File: src/rtl/cpu_pkg.sv
// cpu_pkg: constants and types shared by the CPU front end.
//   - opcode encodings (top three bits of every instruction word)
//   - default instruction / program-counter widths
//   - instruction-fetch FSM state enum
//   - performance-counter width and a saturating increment helper
package cpu_pkg;

    localparam int unsigned INSTR_W_DEF = 16;
    localparam int unsigned PC_W_DEF    = 8;
    localparam int unsigned OPC_W       = 3;
    localparam int unsigned PERF_W      = 16;

    typedef enum logic [OPC_W-1:0] {
        OP_LW   = 3'b000,
        OP_SW   = 3'b001,
        OP_JMP  = 3'b010,
        OP_ADD  = 3'b011,
        OP_ADDI = 3'b100,
        OP_SUB  = 3'b101
    } opcode_e;

    typedef enum logic [1:0] {
        IF_IDLE  = 2'd0,
        IF_FETCH = 2'd1,
        IF_FULL  = 2'd2
    } if_state_e;

    // Increment that sticks at all-ones instead of wrapping.
    function automatic logic [PERF_W-1:0] sat_inc(input logic [PERF_W-1:0] v);
        return (v == {PERF_W{1'b1}}) ? v : v + PERF_W'(1);
    endfunction

endpackage

File: src/rtl/if_id_reg.sv
// if_id_reg: IF/ID pipeline slot holding one fetched instruction.
// Ports:
//   clk, rst_n          clock, asynchronous active-low reset
//   load_i              capture instr_i/pc_i and mark the slot valid
//   clear_i             mark the slot empty (contents retained)
//   instr_i, pc_i       incoming instruction word and its address
//   valid_o, instr_o, pc_o  registered slot contents
module if_id_reg
    import cpu_pkg::*;
#(
    parameter int unsigned PC_W    = PC_W_DEF,
    parameter int unsigned INSTR_W = INSTR_W_DEF
) (
    input  logic               clk,
    input  logic               rst_n,
    input  logic               load_i,
    input  logic               clear_i,
    input  logic [INSTR_W-1:0] instr_i,
    input  logic [PC_W-1:0]    pc_i,
    output logic               valid_o,
    output logic [INSTR_W-1:0] instr_o,
    output logic [PC_W-1:0]    pc_o
);

    logic               valid_q, valid_d;
    logic [INSTR_W-1:0] instr_q, instr_d;
    logic [PC_W-1:0]    pc_q,    pc_d;

    // Load wins over clear; the FSM never raises both in one cycle.
    always_comb begin
        valid_d = valid_q;
        instr_d = instr_q;
        pc_d    = pc_q;
        if (load_i) begin
            valid_d = 1'b1;
            instr_d = instr_i;
            pc_d    = pc_i;
        end else if (clear_i) begin
            valid_d = 1'b0;
        end
    end

    always_ff @(posedge clk or negedge rst_n) begin
        if (!rst_n) begin
            valid_q <= 1'b0;
            instr_q <= '0;
            pc_q    <= '0;
        end else begin
            valid_q <= valid_d;
            instr_q <= instr_d;
            pc_q    <= pc_d;
        end
    end

    assign valid_o = valid_q;
    assign instr_o = instr_q;
    assign pc_o    = pc_q;

endmodule

File: src/rtl/if_stage.sv
// if_stage: instruction-fetch stage. Requests one word at a time from
// instruction memory, parks it in the IF/ID slot until decode consumes
// it, then fetches the next word (or the jump target).
// Ports:
//   clk, rst_n                 clock, asynchronous active-low reset
//   imem_req, imem_addr        fetch request and word address (registered)
//   imem_rdata, imem_valid     fetched word, one-cycle response pulse
//   if_valid, if_instr, if_pc  IF/ID slot contents
//   if_opcode                  opcode field of if_instr (combinational)
//   id_ready                   decode consumes the slot this cycle
//   jmp, jmp_target            redirect applied on consume
//   perf_fetch, perf_stall     saturating counters, only when the
//                              IF_PERF_CNT_EN macro is defined
module if_stage
    import cpu_pkg::*;
#(
    parameter int unsigned PC_W    = PC_W_DEF,
    parameter int unsigned INSTR_W = INSTR_W_DEF
) (
    input  logic               clk,
    input  logic               rst_n,
    output logic               imem_req,
    output logic [PC_W-1:0]    imem_addr,
    input  logic [INSTR_W-1:0] imem_rdata,
    input  logic               imem_valid,
    output logic               if_valid,
    output logic [INSTR_W-1:0] if_instr,
    output logic [PC_W-1:0]    if_pc,
    output logic [OPC_W-1:0]   if_opcode,
    input  logic               id_ready,
    input  logic               jmp,
    input  logic [PC_W-1:0]    jmp_target
`ifdef IF_PERF_CNT_EN
    ,
    output logic [PERF_W-1:0]  perf_fetch,
    output logic [PERF_W-1:0]  perf_stall
`endif
);

    if_state_e        state_q, state_d;
    logic [PC_W-1:0]  pc_q, pc_d;
    logic             req_q, req_d;
    logic             slot_load;
    logic             slot_clear;

    // Next-state, next-pc and slot control.
    always_comb begin
        state_d    = state_q;
        pc_d       = pc_q;
        slot_load  = 1'b0;
        slot_clear = 1'b0;
        unique case (state_q)
            IF_IDLE: begin
                state_d = IF_FETCH;
            end
            IF_FETCH: begin
                if (imem_valid) begin
                    slot_load = 1'b1;
                    pc_d      = pc_q + PC_W'(1);
                    state_d   = IF_FULL;
                end
            end
            IF_FULL: begin
                if (id_ready) begin
                    slot_clear = 1'b1;
                    state_d    = IF_FETCH;
                    if (jmp) begin
                        pc_d = jmp_target;
                    end
                end
            end
            default: begin
                state_d = IF_IDLE;
            end
        endcase
        // Request is registered from the next state so it is high for
        // exactly the cycles spent in FETCH.
        req_d = (state_d == IF_FETCH);
    end

    always_ff @(posedge clk or negedge rst_n) begin
        if (!rst_n) begin
            state_q <= IF_IDLE;
            pc_q    <= '0;
            req_q   <= 1'b0;
        end else begin
            state_q <= state_d;
            pc_q    <= pc_d;
            req_q   <= req_d;
        end
    end

    assign imem_req  = req_q;
    assign imem_addr = pc_q;

    if_id_reg #(
        .PC_W    (PC_W),
        .INSTR_W (INSTR_W)
    ) u_if_id_reg (
        .clk     (clk),
        .rst_n   (rst_n),
        .load_i  (slot_load),
        .clear_i (slot_clear),
        .instr_i (imem_rdata),
        .pc_i    (pc_q),
        .valid_o (if_valid),
        .instr_o (if_instr),
        .pc_o    (if_pc)
    );

    assign if_opcode = if_instr[INSTR_W-1 -: OPC_W];

`ifdef IF_PERF_CNT_EN
    logic [PERF_W-1:0] perf_fetch_q;
    logic [PERF_W-1:0] perf_stall_q;

    // Captured instructions and decode back-pressure cycles.
    always_ff @(posedge clk or negedge rst_n) begin
        if (!rst_n) begin
            perf_fetch_q <= '0;
            perf_stall_q <= '0;
        end else begin
            if (slot_load) begin
                perf_fetch_q <= sat_inc(perf_fetch_q);
            end
            if ((state_q == IF_FULL) && !id_ready) begin
                perf_stall_q <= sat_inc(perf_stall_q);
            end
        end
    end

    assign perf_fetch = perf_fetch_q;
    assign perf_stall = perf_stall_q;
`endif

endmodule

File: config.mk
export PLATFORM = sky130hd
export DESIGN_NAME = if_stage
export DESIGN_NICKNAME = d
export VERILOG_FILES = /design/src/rtl/cpu_pkg.sv /design/src/rtl/if_id_reg.sv /design/src/rtl/if_stage.sv
export SDC_FILE = /design/constraint.sdc
export NUM_CORES = 1
export LEC_CHECK = 0
export CORE_AREA = 2 2 65 67
export CTS_CLUSTER_DIAMETER = 80
export DETAILED_ROUTE_END_ITERATION = 10
export DIE_AREA = 0 0 67 69
export GPL_TIMING_DRIVEN = 0
export PLACE_DENSITY = 0.78
export SLEW_MARGIN = 10
export SYNTH_ARGS = -nofsm -noshare
export SYNTH_HDL_FRONTEND = slang
export SYNTH_SLANG_ARGS = --single-unit
File: constraint.sdc
create_clock -name clk -period 1.9 [get_ports clk]
set_input_delay 0.38 -clock clk [delete_from_list [all_inputs] [get_ports clk]]
set_output_delay 0.38 -clock clk [all_outputs]
set_load 0.01 [all_outputs]
==> out/results.tsv <==
stage	metric	value	unit
die	Die ar.	4623	um^2
placement	Routability Congestion	0.8818	
routing	# DRC	0	
critical_path	r2r endpoint	imem_addr[7]	
routing	Routed WL	3926	um
layout	Sequential cell area	900.9	um^2
min_path	Hold Path Class	in -> async	
power_and_ir_drop	LEAKAGE	1.154	nW
clock_network	cts hold-fix bufs	0	
clock_network	TritonCTS clock tree	built	
placement	post-detail-place hpwl	2861	um
critical_path	worst r2r path cells	4	
routing	Initial DRC Count	86	
die	Core Rows	23	
global_route	largest net degree at the start of global routing	37	
clock_network	post-CTS setup repair buffer count	0	
yosys	Synth Flop Type	dfrtp_1	
routing	drt pass-1 iters	4	
yosys	Synth top area share	54.71	%
critical_path	CP Cell Sequence	clkdlybuf4s50_1	
clock_network	Reg clk slew, reported paths	0.07	ns
critical_path	critical path fanouts, max	8	
sta	Final min period	1.773	ns
critical_path	CP required	1.52	ns
sta	Period Utilization, post-route	93.34	%
power_and_ir_drop	Worst VDD drop	676.3	uV
critical_path	CP Capture Type	output pin	
critical_path	reg-to-reg setup timing slack	0.39	ns
global_route	initial antenna violation count	0	
die	IO Pins	66	
critical_path	Bufs and invs on worst path	1	
clock_network	# H-tree levels	2	
clock_network	Root Buffer	clkbuf_8	
yosys	Mapped Cells	171	
yosys	largest cells by area after synthesis	dfrtp_1 (55%), nand2_1 (16%), o21ai_0 (1.8%)	
layout	filler instances	353	
critical_path	startpoint types	register	
yosys	Yosys cell types	37	
placement	worst slack at placement	-0.05114	ns
yosys	Synth Net Count	201	
critical_path	FF-to-FF Start	state_q[0]	
global_route	total track usage	18.77	%
yosys	share of the yosys chip area belonging to registers	54.71	%
layout	Antenna Cells	0	
critical_path	worst path arrival time	1.39	ns
layout	synthesis-to-finish area growth	49.54	%
global_route	total gr overflow	0	
layout	fin nets	273	
sta	Max Fclk	0.5639	GHz
routing	DRT antenna net count	0	
layout	Multi-input gate area	664.4	um^2
die	Core Area	3914	um^2
clock_network	clk buf depth	2	
routing	vias post-DR	1462	
sta	final worst slack	0.1266	ns
yosys	Mapped Avg Cell Area	9.629	um^2
yosys	post-synth top area cell	dfrtp_1	
layout	share of layout cells above drive strength 1	8.197	%
die	Starting Density	42.07	%
sta	Post-Route Skew	0.002594	ns
clock_network	clock sink count	36	
die	die height	69	um
global_route	vias in the first global route	1380	
yosys	YS warnings	0	
placement	Post-DP Area	2355	um^2
sta	Slew Limit Fails	0	
sta	Worst Tran Pin Value	0.7913	ns
sta	relative slew slack	47.24	%
clock_network	PostCTS Resize Cnt	0	
layout	Layout Cell Area excl Fill	2462	um^2
sta	RSZ-0062 raised after global routing	no	
run	Max Cap Violations	0	
die	Chip Width	67	um
sta	Setup-failing EPs final	0	
yosys	mapped cell area	1647	um^2
run_status	status	complete, no violations	
yosys	count of flip-flops with a built-in enable after synthesis	0	
routing	Vias per Instance	4.973	
clock_network	TritonCTS buffer count	5	
global_route	first-pass GRT wire length	6734	um
routing	drt wl/cell	13.35	um
yosys	FFs w/ async S/R, synth	100.0	%
sta	Fin. Hold Viols	0	
critical_path	cell family with most CP delay	buffers and inverters	
critical_path	WS Path Type	reg -> out	
critical_path	Slowest cell on crit path	clkdlybuf4s50_1	
clock_network	Skew-Pair Late Insertion Delay	0.29	ns
placement	IO buf count	65	
critical_path	Crit path largest cell delay	0.60	ns
yosys	flops & latches, synth	36	
power_and_ir_drop	Cell Pwr Density	1655	nW/um^2
==> layout make-up <==
class	instances	share of cell area [%]
plain buffers	12	2.846
clock buffers	6	2.947
clock inverters	2	1.423
inverters	3	0.4573
multi-input cells	120	26.98
flip-flops and latches	36	36.59
well taps	50	2.541
repair buffers	65	26.22
==> how the worst max path moves through the flow <==
stage          cells after the start          from  slack (ns)                      to
3_5_place_dp                       5      id_ready       -0.05            imem_addr[7]
6_report                           1  imem_addr[5]        0.13            imem_addr[5]
4_1_cts                            1  imem_addr[5]        0.13            imem_addr[5]
2_1_floorplan                      4    state_q[0]        0.51            imem_addr[7]
5_1_grt                            1  imem_addr[2]         0.1            imem_addr[2]
3_3_place_gp                       1         rst_n       -0.36  u_if_id_reg.instr_o[0]
==> synth_stat cells (2+ instances only) <==
master,number
buf_2,5
inv_1,3
nand3b_1,3
dfrtp_1,36
buf_4,3
clkbuf_1,3
nor3b_1,2
o21ai_0,6
o211ai_1,4
nand2b_1,2
a22oi_1,3
mux2i_1,2
nand4_1,2
nand3_1,5
nand2_1,69
and3b_1,2
==> placed cells by master (no fill, tap or decap), types with 2 or more instances in the layout <==
cell type        count
mux2i_1              2
o21ai_0              6
nand4_1              2
buf_2                6
clkdlybuf4s50_1     64
nor3b_1              2
nand2_1             69
and3b_1              2
dfrtp_1             36
buf_4                3
nand2b_1             2
nand3b_1             3
inv_1                3
clkbuf_1             4
clkbuf_8             5
a22oi_1              3
nand3_1              5
o211ai_1             4
==> metrics by stage <==
stage | std cells | util (%) | TNS [ns] | power, mW | hold WS, ns
floorplan | 171 | - | 0 | 2.407 | 0.08441
global placement | 286 | 60.29 | -13.13 | 3.399 | 0.4565
detailed placement | 286 | 60.17 | -0.05114 | 3.449 | 0.4617
CTS | 294 | 62.92 | 0 | 4.121 | 0.1966
global route | 294 | 62.92 | 0 | 4.400 | 0.2283
finish | 294 | 62.92 | 0 | 4.074 | 0.1698
==> sequential cells by signal, summed over array words and instances, names as in the netlist <==
name / count
state_q: 2
imem_req: 1
u_if_id_reg.instr_o: 16
u_if_id_reg.pc_o: 8
imem_addr: 8
u_if_id_reg.valid_o: 1
==> per-layer routing <==
layer	up-vias	share of wire, %	track usage, %
li1	723	-	-
met1	677	47	27.95
met2	56	44	26.51
met3	6	7.9	5.710
met4	0	1.1	4.762
met5	-	0	0
==> kinds of logic (layout without fill, tap and decap cells) <==
| logic type | after synthesis | in the layout | synth area share, % |
|---|---|---|---|
| simple gates | 90 | 90 | 26.29 |
| compound gates | 27 | 27 | 12.08 |
| buf+inv | 15 | 88 | 4.939 |
| fa+ha+maj | 1 | 1 | 0.7598 |
| flops | 36 | 36 | 54.71 |
| mux | 2 | 2 | 1.216 |
==> report_power, final <==
group | switching (mW) | internal (mW) | leakage (nW)
Combinational | 0.892 | 1.10 | 0.676
Sequential | 0.288 | 1.12 | 0.422
Clock | 0.275 | 0.389 | 0.0552
(Power assumes the default switching activity.)
